**src/rtl/iomem_spi_master_pkg.sv**
```systemverilog
// Shared constants for the iomem SPI master: register offsets, CTRL field
// positions and the shift-engine state encoding.
package iomem_spi_pkg;

  typedef enum logic [1:0] {
    REG_CTRL   = 2'd0,
    REG_DATA   = 2'd1,
    REG_STATUS = 2'd2,
    REG_RSVD   = 2'd3
  } reg_off_e;

  localparam int CTRL_DIV_LSB   = 0;
  localparam int CTRL_DIV_W     = 8;
  localparam int CTRL_CS_EN_BIT = 8;

  localparam logic [1:0] ST_IDLE = 2'd0;
  localparam logic [1:0] ST_LOW  = 2'd1;
  localparam logic [1:0] ST_HIGH = 2'd2;

  function automatic logic [31:0] pack_ctrl(input logic [7:0] div, input logic cs_en);
    return {23'h0, cs_en, div};
  endfunction

endpackage

```
**src/rtl/iomem_spi_master_if.sv**
```systemverilog
// iomem valid/ready bus as seen by one responder; the CPU side is the master.
interface iomem_spi_master_if;
  logic        iomem_valid;
  logic        iomem_ready;
  logic [3:0]  iomem_wstrb;
  logic [31:0] iomem_addr;
  logic [31:0] iomem_wdata;
  logic [31:0] iomem_rdata;

  modport master (
    output iomem_valid, iomem_wstrb, iomem_addr, iomem_wdata,
    input  iomem_ready, iomem_rdata
  );

  modport slave (
    input  iomem_valid, iomem_wstrb, iomem_addr, iomem_wdata,
    output iomem_ready, iomem_rdata
  );
endinterface

```
**src/rtl/iomem_spi_master_engine.sv**
```systemverilog
// Mode-0 SPI byte engine: half-period counter, bit counter and shift register.
// The division ratio is re-sampled at every half-period load.
module spi_shift_engine
  import iomem_spi_pkg::*;
(
  input  logic       clk,
  input  logic       reset,
  input  logic       start,
  input  logic [7:0] din,
  input  logic [7:0] div,
  output logic       busy,
  output logic       done,
  output logic [7:0] dout,
  output logic       spi_ck,
  output logic       spi_mosi,
  input  logic       spi_miso
);

  logic [1:0] state_q, state_d;
  logic [7:0] cnt_q, cnt_d;
  logic [7:0] period_q, period_d;
  logic [2:0] bit_q, bit_d;
  logic [7:0] shift_q, shift_d;
  logic       sample_q, sample_d;
  logic       ck_q, ck_d;
  logic       mosi_q, mosi_d;
  logic       half_end;

  always_comb begin
    state_d  = state_q;
    cnt_d    = cnt_q;
    period_d = period_q;
    bit_d    = bit_q;
    shift_d  = shift_q;
    sample_d = sample_q;
    ck_d     = ck_q;
    mosi_d   = mosi_q;
    done     = 1'b0;
    half_end = (cnt_q == period_q);

    case (state_q)
      ST_IDLE: begin
        if (start) begin
          state_d  = ST_LOW;
          cnt_d    = 8'd0;
          period_d = div;
          bit_d    = 3'd0;
          shift_d  = din;
          mosi_d   = din[7];
          ck_d     = 1'b0;
        end
      end
      ST_LOW: begin
        if (half_end) begin
          state_d  = ST_HIGH;
          ck_d     = 1'b1;
          sample_d = spi_miso;
          cnt_d    = 8'd0;
          period_d = div;
        end else begin
          cnt_d = cnt_q + 8'd1;
        end
      end
      ST_HIGH: begin
        if (half_end) begin
          ck_d     = 1'b0;
          cnt_d    = 8'd0;
          period_d = div;
          if (bit_q == 3'd7) begin
            state_d = ST_IDLE;
            done    = 1'b1;
          end else begin
            // MISO is held aside until the fall so the unsent LSBs survive.
            state_d = ST_LOW;
            shift_d = {shift_q[6:0], sample_q};
            mosi_d  = shift_q[6];
            bit_d   = bit_q + 3'd1;
          end
        end else begin
          cnt_d = cnt_q + 8'd1;
        end
      end
      default: state_d = ST_IDLE;
    endcase
  end

  always_ff @(posedge clk) begin
    if (reset) begin
      state_q  <= ST_IDLE;
      cnt_q    <= 8'd0;
      period_q <= 8'd0;
      bit_q    <= 3'd0;
      shift_q  <= 8'd0;
      sample_q <= 1'b0;
      ck_q     <= 1'b0;
      mosi_q   <= 1'b0;
    end else begin
      state_q  <= state_d;
      cnt_q    <= cnt_d;
      period_q <= period_d;
      bit_q    <= bit_d;
      shift_q  <= shift_d;
      sample_q <= sample_d;
      ck_q     <= ck_d;
      mosi_q   <= mosi_d;
    end
  end

  assign busy     = (state_q != ST_IDLE);
  assign dout     = {shift_q[6:0], sample_q};
  assign spi_ck   = ck_q;
  assign spi_mosi = mosi_q;

endmodule

```
**src/rtl/iomem_spi_master.sv**
```systemverilog
// Register-mapped SPI master on the iomem bus: address decode, CTRL/rx
// registers, one-cycle ready pulse and read mux around the shift engine.
module iomem_spi_master
  import iomem_spi_pkg::*;
#(
  parameter logic [7:0] ADDR_HI   = 8'h03,
  parameter logic [7:0] DIV_RESET = 8'd1
) (
  input  logic              clk,
  input  logic              reset,
  iomem_spi_master_if.slave bus,
  output logic              spi_ck,
  output logic              spi_mosi,
  output logic              spi_cs,
  input  logic              spi_miso
);

  logic        ready_q, ready_d;
  logic [31:0] rdata_q, rdata_d;
  logic [7:0]  div_q, div_d;
  logic        cs_en_q, cs_en_d;
  logic [7:0]  rx_q, rx_d;
  logic        sel, is_write, stall, accept, start;
  logic        busy, done;
  logic [7:0]  dout;
  logic [31:0] rd_mux;
  reg_off_e    off;

  always_comb begin
    sel      = bus.iomem_valid && (bus.iomem_addr[31:24] == ADDR_HI);
    off      = reg_off_e'(bus.iomem_addr[3:2]);
    is_write = |bus.iomem_wstrb;
    // A DATA write waits for the engine; everything else completes at once.
    stall    = (off == REG_DATA) && is_write && busy;
    accept   = sel && !ready_q && !stall;
    start    = accept && (off == REG_DATA) && bus.iomem_wstrb[0];
  end

  always_comb begin
    case (off)
      REG_CTRL:   rd_mux = pack_ctrl(div_q, cs_en_q);
      REG_DATA:   rd_mux = {24'h0, rx_q};
      REG_STATUS: rd_mux = {31'h0, busy};
      default:    rd_mux = 32'h0;
    endcase
  end

  always_comb begin
    ready_d = accept;
    rdata_d = (accept && !is_write) ? rd_mux : 32'h0;
    div_d   = div_q;
    cs_en_d = cs_en_q;
    rx_d    = done ? dout : rx_q;
    if (accept && is_write && (off == REG_CTRL)) begin
      if (bus.iomem_wstrb[0]) div_d = bus.iomem_wdata[CTRL_DIV_LSB +: CTRL_DIV_W];
      if (bus.iomem_wstrb[1]) cs_en_d = bus.iomem_wdata[CTRL_CS_EN_BIT];
    end
  end

  always_ff @(posedge clk) begin
    if (reset) begin
      ready_q <= 1'b0;
      rdata_q <= 32'h0;
      div_q   <= DIV_RESET;
      cs_en_q <= 1'b0;
      rx_q    <= 8'h0;
    end else begin
      ready_q <= ready_d;
      rdata_q <= rdata_d;
      div_q   <= div_d;
      cs_en_q <= cs_en_d;
      rx_q    <= rx_d;
    end
  end

  spi_shift_engine u_engine (
    .clk      (clk),
    .reset    (reset),
    .start    (start),
    .din      (bus.iomem_wdata[7:0]),
    .div      (div_q),
    .busy     (busy),
    .done     (done),
    .dout     (dout),
    .spi_ck   (spi_ck),
    .spi_mosi (spi_mosi),
    .spi_miso (spi_miso)
  );

  assign bus.iomem_ready = ready_q;
  assign bus.iomem_rdata = rdata_q;
  assign spi_cs          = ~cs_en_q;

  logic unused_bits;
  assign unused_bits = &{1'b0, bus.iomem_addr[23:4], bus.iomem_addr[1:0],
                         bus.iomem_wdata[31:9], bus.iomem_wstrb[3:2]};

endmodule

```
**src/flat_wrapper.sv**
```systemverilog
// flat-port wrapper written by rule: the top's interface ports become plain ports
module iomem_spi_master_flat import iomem_spi_pkg::*;
#(
  parameter logic [7:0] ADDR_HI   = 8'h03,
  parameter logic [7:0] DIV_RESET = 8'd1
)
  (clk, reset, spi_ck, spi_mosi, spi_cs, spi_miso, bus_iomem_valid, bus_iomem_wstrb, bus_iomem_addr, bus_iomem_wdata, bus_iomem_ready, bus_iomem_rdata);
  iomem_spi_master_if bus_i ();
  input  logic clk;
  input  logic reset;
  output logic spi_ck;
  output logic spi_mosi;
  output logic spi_cs;
  input  logic spi_miso;
  input wire logic [$bits(bus_i.iomem_valid)-1:0] bus_iomem_valid;
  input wire logic [$bits(bus_i.iomem_wstrb)-1:0] bus_iomem_wstrb;
  input wire logic [$bits(bus_i.iomem_addr)-1:0] bus_iomem_addr;
  input wire logic [$bits(bus_i.iomem_wdata)-1:0] bus_iomem_wdata;
  output wire logic [$bits(bus_i.iomem_ready)-1:0] bus_iomem_ready;
  output wire logic [$bits(bus_i.iomem_rdata)-1:0] bus_iomem_rdata;
  assign bus_i.iomem_valid = bus_iomem_valid;
  assign bus_i.iomem_wstrb = bus_iomem_wstrb;
  assign bus_i.iomem_addr = bus_iomem_addr;
  assign bus_i.iomem_wdata = bus_iomem_wdata;
  assign bus_iomem_ready = bus_i.iomem_ready;
  assign bus_iomem_rdata = bus_i.iomem_rdata;
  iomem_spi_master #(.ADDR_HI(ADDR_HI), .DIV_RESET(DIV_RESET)) u_core (.clk(clk), .reset(reset), .bus(bus_i), .spi_ck(spi_ck), .spi_mosi(spi_mosi), .spi_cs(spi_cs), .spi_miso(spi_miso));
endmodule
```
**config.mk**
```make
export PLATFORM = sky130hd
export DESIGN_NAME = iomem_spi_master_flat
export DESIGN_NICKNAME = d
export VERILOG_FILES = /design/src/rtl/iomem_spi_master_pkg.sv /design/src/rtl/iomem_spi_master_if.sv /design/src/rtl/iomem_spi_master_engine.sv /design/src/rtl/iomem_spi_master.sv /design/src/flat_wrapper.sv
export SDC_FILE = /design/constraint.sdc
export NUM_CORES = 1
export LEC_CHECK = 0
export ABC_AREA = 1
export BUFFER_PORTS_ARGS = -buffer_cell sky130_fd_sc_hd__buf_4
export CORE_MARGIN = 4
export CORE_UTILIZATION = 30
export DETAILED_ROUTE_END_ITERATION = 10
export PLACE_DENSITY = 0.64
export SLEW_MARGIN = 20
export SYNTH_ARGS = -nofsm -noshare
export SYNTH_HDL_FRONTEND = slang
export SYNTH_SLANG_ARGS = --single-unit
export TNS_END_PERCENT = 5
```
**constraint.sdc**
```tcl
create_clock -name clk -period 2.4 [get_ports clk]
set_input_delay 0.24 -clock clk [delete_from_list [all_inputs] [get_ports clk]]
set_output_delay 0.24 -clock clk [all_outputs]
set_load 0.02 [all_outputs]
```
---- After elaboration in Yosys (flattened, before gate mapping) ----
Cells that the tools add are included.
operators by class
  $add $sub $neg .......................... 2
  eq/ne operators ......................... 12
  multiplexer cells ....................... 31
  bitwise operators ....................... 2
  reduce and logical (&&, ||, !) cells .... 30
operator list
  cell                                           count
  two-way mux 8 bit                              4
  one-hot mux 8 bit (2 select lines)             2
  one-hot mux 9 bit (3 select lines)             1
  two-way mux 7 bit                              3
  one-hot mux 7 bit (2 select lines)             1
  logical AND 1 bit                              10
  two-way mux 1 bit                              10
  two-way mux 3 bit                              3
  adder 8 x 1 -> 8 bit, second input constant    1
  == test 8 x 2 -> 1 bit, second input constant  1
  == test 8 bit                                  1
  AND reduction 2 bit                            4
  AND reduction 4 bit                            2
  two-way mux 2 bit                              3
  != test 2 bit, second input constant           3
  one-hot mux 2 bit (3 select lines)             1
  one-hot mux 3 bit (2 select lines)             1
  AND reduction 3 bit                            2
  nonzero test 2 bit                             3
  == test 2 x 1 -> 1 bit, second input constant  2
  == test 2 bit, second input constant           2
  zero test 2 bit                                2
  != test 2 x 1 -> 1 bit, second input constant  2
  OR reduction 2 bit                             2
  8 further kinds                                11
word-level totals
  register bits after elaboration ......... 81
  input port bits ......................... 72
  output and inout port bits .............. 36
  logic and storage cells ................. 90

---- Depth between registers and ports, before layout ----
Gate-level depths: netlist of run 1.
  depth in word-level cells ............... 9
  gate-level depth with buffers ........... 13
  depth with buffers taken out ............ 12

---- Cells and area by module ----
Synthesis of run 1 repeated with hierarchy kept, for this count alone.
unflattened totals
  cell total of the unflattened synthesis .. 416
  area, all modules ....................... 3105.5 um^2
by module, submodules not included
  module            instances  cells an instance  area each (um^2)  seq. area each (um^2)
  spi_shift_engine  1          232                1734.2            620.6
  iomem_spi_master  1          184                1371.3            540.5

---- Least setup slack after synthesis of run 1 ----
Ideal clock, no wire load.
  path type ............................... reg2reg
  start ................................... register u_core.u_engine.bit_q[0]
  end ..................................... register u_core.u_engine.bit_q[1]
  library setup time ...................... 0.114 ns
  data arrival time ....................... 1.555 ns
  data required time ...................... 2.286 ns
  path slack .............................. 0.731 ns
  cell stages (with the launch flop) ...... 11
  buffers on the path ..................... 2
  clock period less this slack ............ 1.669 ns
  cell sequence ........................... dfxtp_1 -> ha_1 -> ha_1 -> clkbuf_1 -> nor2_1 -> nand3_2 -> nand2_4 -> nand2_4 -> buf_8 -> nor2_1 -> nor2_2
between the ends
  cells in the longest elaborated chain, start to end .. 4
  elaborated cells on any way between the ends .. 7
  classes of those cells .................. add/sub: 1; eq/ne: 2; mux: 3; reduce/logical: 1
ends and longest elaborated chain
  item                                line                            text
  from (decl)                         iomem_spi_master_engine.sv:22   logic [2:0] bit_q, bit_d;
  from (signal assigned)              iomem_spi_master_engine.sv:101  bit_q <= bit_d;
  adder 3 x 1 -> 3 bit                iomem_spi_master_engine.sv:77   bit_d = bit_q + 3'd1;
  two-way mux 3 bit                   iomem_spi_master_engine.sv:69   if (bit_q == 3'd7) begin
  two-way mux 3 bit                   iomem_spi_master_engine.sv:65   if (half_end) begin
  one-hot mux 3 bit (2 select lines)  iomem_spi_master_engine.sv:41   case (state_q)
Parallel ways exist; a longest one is shown, timed or not. The select of a mux whose other input is x is not followed.
A chain may end at the register's enable or synchronous reset.

---- Worst setup path after layout of run 1 ----
  start ................................... register u_core.u_engine.state_q[0]
  end ..................................... register u_core.u_engine.mosi_q (netlist: u_core.u_engine.spi_mosi)
between the ends
  cells in the longest elaborated chain, start to end .. 8
  elaborated cells on any way between the ends .. 14
  classes of those cells .................. eq/ne: 4; mux: 1; reduce/logical: 9
ends and longest elaborated chain
  item                              line                            text
  from (decl)                       iomem_spi_master_engine.sv:19   logic [1:0] state_q, state_d;
  from (signal assigned)            iomem_spi_master_engine.sv:98   state_q <= state_d;
  nonzero test 2 bit                iomem_spi_master_engine.sv:109  assign busy = (state_q != ST_IDLE);
  logical AND 1 bit                 iomem_spi_master.sv:34          stall = (off == REG_DATA) && is_write && busy;
  zero test 1 bit                   iomem_spi_master.sv:35          accept = sel && !ready_q && !stall;
  logical AND 1 bit                 iomem_spi_master.sv:35
  logical AND 1 bit (2 in series)   iomem_spi_master.sv:36          start = accept && (off == REG_DATA) && bus.iomem_wstrb[0];
  != test 2 x 1 -> 1 bit (no line)  n/a
  AND reduction 4 bit (no line)     n/a
  to (signal assigned)              iomem_spi_master_engine.sv:105  mosi_q <= mosi_d;
  to (decl)                         iomem_spi_master_engine.sv:26   logic mosi_q, mosi_d;
Parallel ways exist; a longest one is shown, timed or not.

==> impl_metrics.ini, run 1 <==
[placed_design]
routabilityCongestion = 0.8564
dp_cells = 652
pre_cts_slack_ns = 0.5598
place_area_mm2 = 0.003563
dp.final_hpwl_um = 5661
io_buffer_count = 39

[clocking]
hold_buffers = 0
root_buffer = clkbuf_8
cts_sinks = 58
cts_max_level = 3
cts_buffers = 9
cts_tree = done
post_cts_resized = 0
cts.clk_slew.worst_paths_ns = 0.07
cts_setup_buffers = 0
clock_latency_ns = 0.33
cts_max_path_buffers = 2

[critical_path]
path_max_fanout = 18
arrival_ns = 2.06
cp-start-kind = flip-flop
worstPathRequired_ns = 2.63
end_kind = flip-flop
path_class = reg2reg

[global_route]
grt-ovfl-total = 0
grt_pass1_wl_um = 12370
grt_use_total_pct = 12.23
antenna_found_initial = 0
grt_pass1_vias = 2629
grt_start_max_net_pins = 29

[timing]
maxSlewViolCount = 0
fin_skew_ns = 0.007547
finalSetupTns_ns = 0
finalSetupViolations = 0
hold_violations = 0
period_share_pct = 76.32
fmaxAchievable_ghz = 0.5460
min_period_ns = 1.832
rsz0062_at_grt = no
layout_setup_ws_ns = 0.5683

[yosys]
synth_warnings = 0
ys_ff_latch = 58
synthAdderAreaFrac_pct = 2.706
synth-edff-count = 0
synth_xor_area_share_pct = 1.314
synthMuxAreaShare_pct = 0
syn_inst = 487
synth-simple-area-share_pct = 38.11
syn_area_per_cell_um2 = 6.647
synth_top_family_by_area = simple AND/OR/NAND/NOR gates
yosys.cell_types.count = 32
synth_top_flop_cell = dfxtp_1
yosysSeqAreaShare_pct = 35.87
synth_area_mm2 = 0.003237
async_flop_share_pct = 0
synth_compound_area_share_pct = 6.533

[run_status]
outcome = finished, final reports clean

[run]
cap_viol_max_count = 0

[min_path]
hold_path_class = in2reg

[die]
die_h_um = 111.9
initial_utilization_pct = 31.08
core_mm2 = 0.01042
fp.dieW_um = 111.9
num_rows = 37
dieArea_mm2 = 0.01251
io_pins = 108

[finish]
area_growth_pct = 15.81
final_cell_mix = 140 x nand2_1, 83 x nor2_1, 58 x dfxtp_1
n_antenna_cell = 0
layout_commonest_cell = nand2_1
fin_area_mm2 = 0.003749
drive_gt1_share_pct = 16.38
final_nets = 606
fin_cells = 667
nFillCells = 1130

[routing]
drtPass1Iterations = 4
wl_um = 7576
detail-route-antenna-nets = 0
drc = 0
wire_per_inst_um = 11.36
drt_iter0_drc = 184
via_count = 2949
via_per_inst = 4.421

[pwr]
peakVddDrop_uv = 246.4
power.internal_mw = 1.543
clkPwrFrac_pct = 42.1
pwr-share-comb_pct = 10.3
powerDensity_mw_per_mm2 = 550.2
p_leak_nw = 1.796
p_seq_share_pct = 47.5
power.switching_mw = 0.5199
finalPower_mw = 2.063
switching_share_pct = 25.21
Yosys cell counts (2+ instances only):
library cell | n | area, um^2
nand2_1 | 140 | 525.5
nor2_1 | 83 | 311.6
dfxtp_1 | 58 | 1161
inv_1 | 52 | 195.2
a21oi_1 | 26 | 130.1
buf_4 | 25 | 187.7
nand4_1 | 20 | 125.1
o21ai_0 | 15 | 75.07
nand3_1 | 11 | 55.05
clkbuf_1 | 10 | 37.54
ha_1 | 7 | 87.58
inv_2 | 5 | 18.77
nand2_2 | 5 | 31.28
buf_6 | 3 | 33.78
nand2_4 | 3 | 33.78
nand3_2 | 3 | 30.03
nor2_2 | 3 | 18.77
xor2_1 | 3 | 26.28
nor2_4 | 2 | 22.52
critical path: stages (launching register included):
cell	delay [ns]
dfxtp_1	0.39
inv_1	0.09
ha_1	0.25
inv_1	0.10
nand3_2	0.09
nand3_2	0.11
nand2_2	0.13
buf_4	0.22
nand2_4	0.18
nand2_1	0.08
nand2_1	0.06
nor2_1	0.04
through the flow:
stage / hold WS [ns] / utilization, %
floorplan: 0.3749 / -
global placement: 0.4420 / 34.21
detailed placement: 0.4373 / 34.21
CTS: 0.1153 / 35.99
global route: 0.1428 / 35.99
finish: 0.1303 / 35.99
cell type report:
type | instances | area (um^2) | area share, %
clock buffer | 12 | 145.1 | 3.872
clock inverter | 3 | 40.04 | 1.068
inverter | 58 | 217.7 | 5.808
multi-input combinational | 353 | 1662 | 44.33
sequential | 58 | 1161 | 30.97
tap | 136 | 170.2 | 4.539
timing repair buffer | 47 | 352.8 | 9.413
registers in the layout, indices dropped and copies added, names as in the netlist:
name / count
u_core.bus.iomem_ready: 1
u_core.u_engine.period_q: 8
u_core.u_engine.cnt_q: 8
u_core.cs_en_q: 1
u_core.u_engine.shift_q: 7
u_core.u_engine.state_q: 2
u_core.div_q: 8
u_core.bus.iomem_rdata: 9
u_core.rx_q: 8
u_core.u_engine.spi_ck: 1
u_core.u_engine.sample_q: 1
u_core.u_engine.spi_mosi: 1
u_core.u_engine.bit_q: 3
logic make-up after synthesis:
logic type	after synthesis
and+or+nand+nor	277
DFF	58
adders and majority gates	7
buffers and inverters	98
other	1
AOI/OAI and AO/OA	42
xor gates and xnor gates	4
power by group through the flow:
stage | logic, mW | clock network (mW) | registers [mW]
4_1_cts | 0.212 | 0.893 | 0.980
3_3_place_gp | 0.209 | 0 | 1.00
2_1_floorplan | 0.169 | 0 | 1.00
5_1_grt | 0.236 | 0.944 | 0.981
3_5_place_dp | 0.211 | 0 | 1.00
6_report | 0.213 | 0.869 | 0.980
final timing paths:
kind	startpoint	endpoint	slack (ns)	cells after the start
hold / removal	bus_iomem_wdata[8]	u_core.cs_en_q	0.13	3
setup / recovery	u_core.u_engine.state_q[0]	u_core.u_engine.spi_mosi	0.57	11
hold reg to reg	u_core.cs_en_q	u_core.bus.iomem_rdata[8]	0.44	2
setup reg to reg	u_core.u_engine.state_q[0]	u_core.u_engine.spi_mosi	0.57	11
layer usage:
layer  GRT usage, %  vias up  wire length (um)
met5              0        -                 0
met3          2.880        8               435
li1               -     1537                 -
met4          6.002        0               116
met2          18.71       82              3404
met1          16.11     1322              3618
Note: power is estimated with default switching activity, not from simulation.
==> inputs of run 2 (changes only) <==
- clock period: 2.4 -> 1.72 ns (I/O delays scaled with it)
==> run 2 against run 1 <==
Core utilization is 1.1 points higher. Largest power group unchanged. Design area is 3.2% higher. First-iteration DRC count is 34% lower. Combinational power is 44% higher. Sequential share of layout area is 0.92 points lower. Non-clock buffer count is 9 higher. Clock-buffer cell count is 1 lower. Wire length is 1.2% lower. Final cell count is 1.2% higher.
==> impl_metrics.ini, run 2 (same netlist as run 1, synthesis figures left out) <==
[run_status]
outcome = finished, final reports clean

[pwr]
p_seq_share_pct = 46.8
peakVddDrop_uv = 353.8
powerDensity_mw_per_mm2 = 755.1
switching_share_pct = 24.98
finalPower_mw = 2.920
power.switching_mw = 0.7295
power.internal_mw = 2.191
clkPwrFrac_pct = 42.7
pwr-share-comb_pct = 10.5
p_leak_nw = 1.852

[timing]
hold_violations = 0
maxSlewViolCount = 0
period_share_pct = 91.95
whs_ns = 0.06081
min_period_ns = 1.581
finalSetupViolations = 0
fmaxAchievable_ghz = 0.6323
layout_setup_ws_ns = 0.1385
fin_skew_ns = 0.005779
rsz0062_at_grt = no

[routing]
drt_iter0_drc = 122
drtPass1Iterations = 4
via_count = 2998
detail-route-antenna-nets = 0
wire_per_inst_um = 11.09
via_per_inst = 4.441
drc = 0
wl_um = 7484

[critical_path]
end_kind = flip-flop
path_class = reg2reg
worstPathRequired_ns = 1.95
arrival_ns = 1.81
path_max_fanout = 18
cp-start-kind = flip-flop

[finish]
area_growth_pct = 19.48
drive_gt1_share_pct = 19.11
nFillCells = 1113
n_antenna_cell = 0
final_cell_mix = 140 x nand2_1, 81 x nor2_1, 57 x dfxtp_1
final_nets = 615
largest_reg_flops = 9
seq_area_mm2 = 0.001162
multi_input_area_mm2 = 0.001693
layout_commonest_cell = nand2_1

[min_path]
hold_path_class = in2reg

[clocking]
cts_max_level = 3
cts_buffers = 9
root_buffer = clkbuf_8
cts_max_path_buffers = 2
clock_latency_ns = 0.34
cts_setup_buffers = 0
cts.clk_slew.worst_paths_ns = 0.06
cts_sinks = 58
hold_buffers = 0
cts_tree = done

[die]
die_h_um = 111.9
core_mm2 = 0.01042
initial_utilization_pct = 31.08
io_pins = 108
num_rows = 37
fp.dieW_um = 111.9
dieArea_mm2 = 0.01251

[global_route]
grt_start_max_net_pins = 27
grt_pass1_wl_um = 12410
antenna_found_initial = 0
grt_use_total_pct = 12.23
grt_pass1_vias = 2777
grt-ovfl-total = 0

[run]
cap_viol_max_count = 0

[placed_design]
dp.final_hpwl_um = 5712
io_buffer_count = 39
pre_cts_slack_ns = -0.002092
routabilityCongestion = 0.8137
run 2: layer usage:
| layer | wire length, um | global-route usage, % | share of wire [%] |
|---|---|---|---|
| met5 | 0 | 0 | 0 |
| met4 | 163 | 5.839 | 2.2 |
| met3 | 493 | 3.533 | 6.6 |
| met2 | 3447 | 19.74 | 46 |
| met1 | 3378 | 14.94 | 45 |
run 2: final cells by class:
type / count / area share, %
multi-input cells: 353 / 43.77
flip-flops and latches: 58 / 30.05
repair buffers: 56 / 11.19
inverters: 58 / 5.629
well taps: 136 / 4.400
clock buffers: 11 / 3.915
clock inverters: 3 / 1.035
run 2: path summary, 6_finish.rpt:
kind | startpoint | endpoint | slack [ns] | cells after the start
max | u_core.u_engine.state_q[0] | u_core.u_engine.shift_q[3] | 0.14 | 10
min | bus_iomem_wdata[8] | u_core.cs_en_q | 0.06 | 3
max reg2reg | u_core.u_engine.state_q[0] | u_core.u_engine.shift_q[3] | 0.14 | 10
min reg2reg | u_core.cs_en_q | u_core.bus.iomem_rdata[8] | 0.45 | 2
run 2: worst max-delay path, stage by stage, from the launching register on:
cell     delay (ns)
dfxtp_1        0.31
inv_1          0.08
ha_2           0.21
inv_2          0.06
nand3_2        0.08
nand3_2        0.15
nand2_4        0.14
buf_12         0.16
nand2_8        0.10
nor2_1         0.12
nor2_1         0.06
run 2: power by group through the flow:
stage          sequential, mW  combinational, mW  clock [mW]
6_report                 1.37              0.307        1.25
5_1_grt                  1.37              0.343        1.33
4_1_cts                  1.37              0.302        1.28
3_5_place_dp             1.40              0.301           0
3_3_place_gp             1.40              0.300           0
2_1_floorplan            1.39              0.236           0
run 2: stage by stage:
stage	TNS, ns	util, %	cells	area (um^2)
floorplan	0	-	509	3319
global placement	0	34.98	661	3643
detailed placement	-0.002092	34.98	661	3643
CTS	-0.0001956	36.82	675	3835
global route	0	37.13	675	3867
finish	0	37.13	675	3867
run 2: repair_timing:
| item | in CTS | in global routing |
|---|---|---|
| hold endpoints to repair | 0 | 0 |
| cloned | 0 | 0 |
| endpoints found under the setup margin | 2 | 34 |
| gates resized for setup | 1 | 9 |
| pin swaps | 0 | 0 |
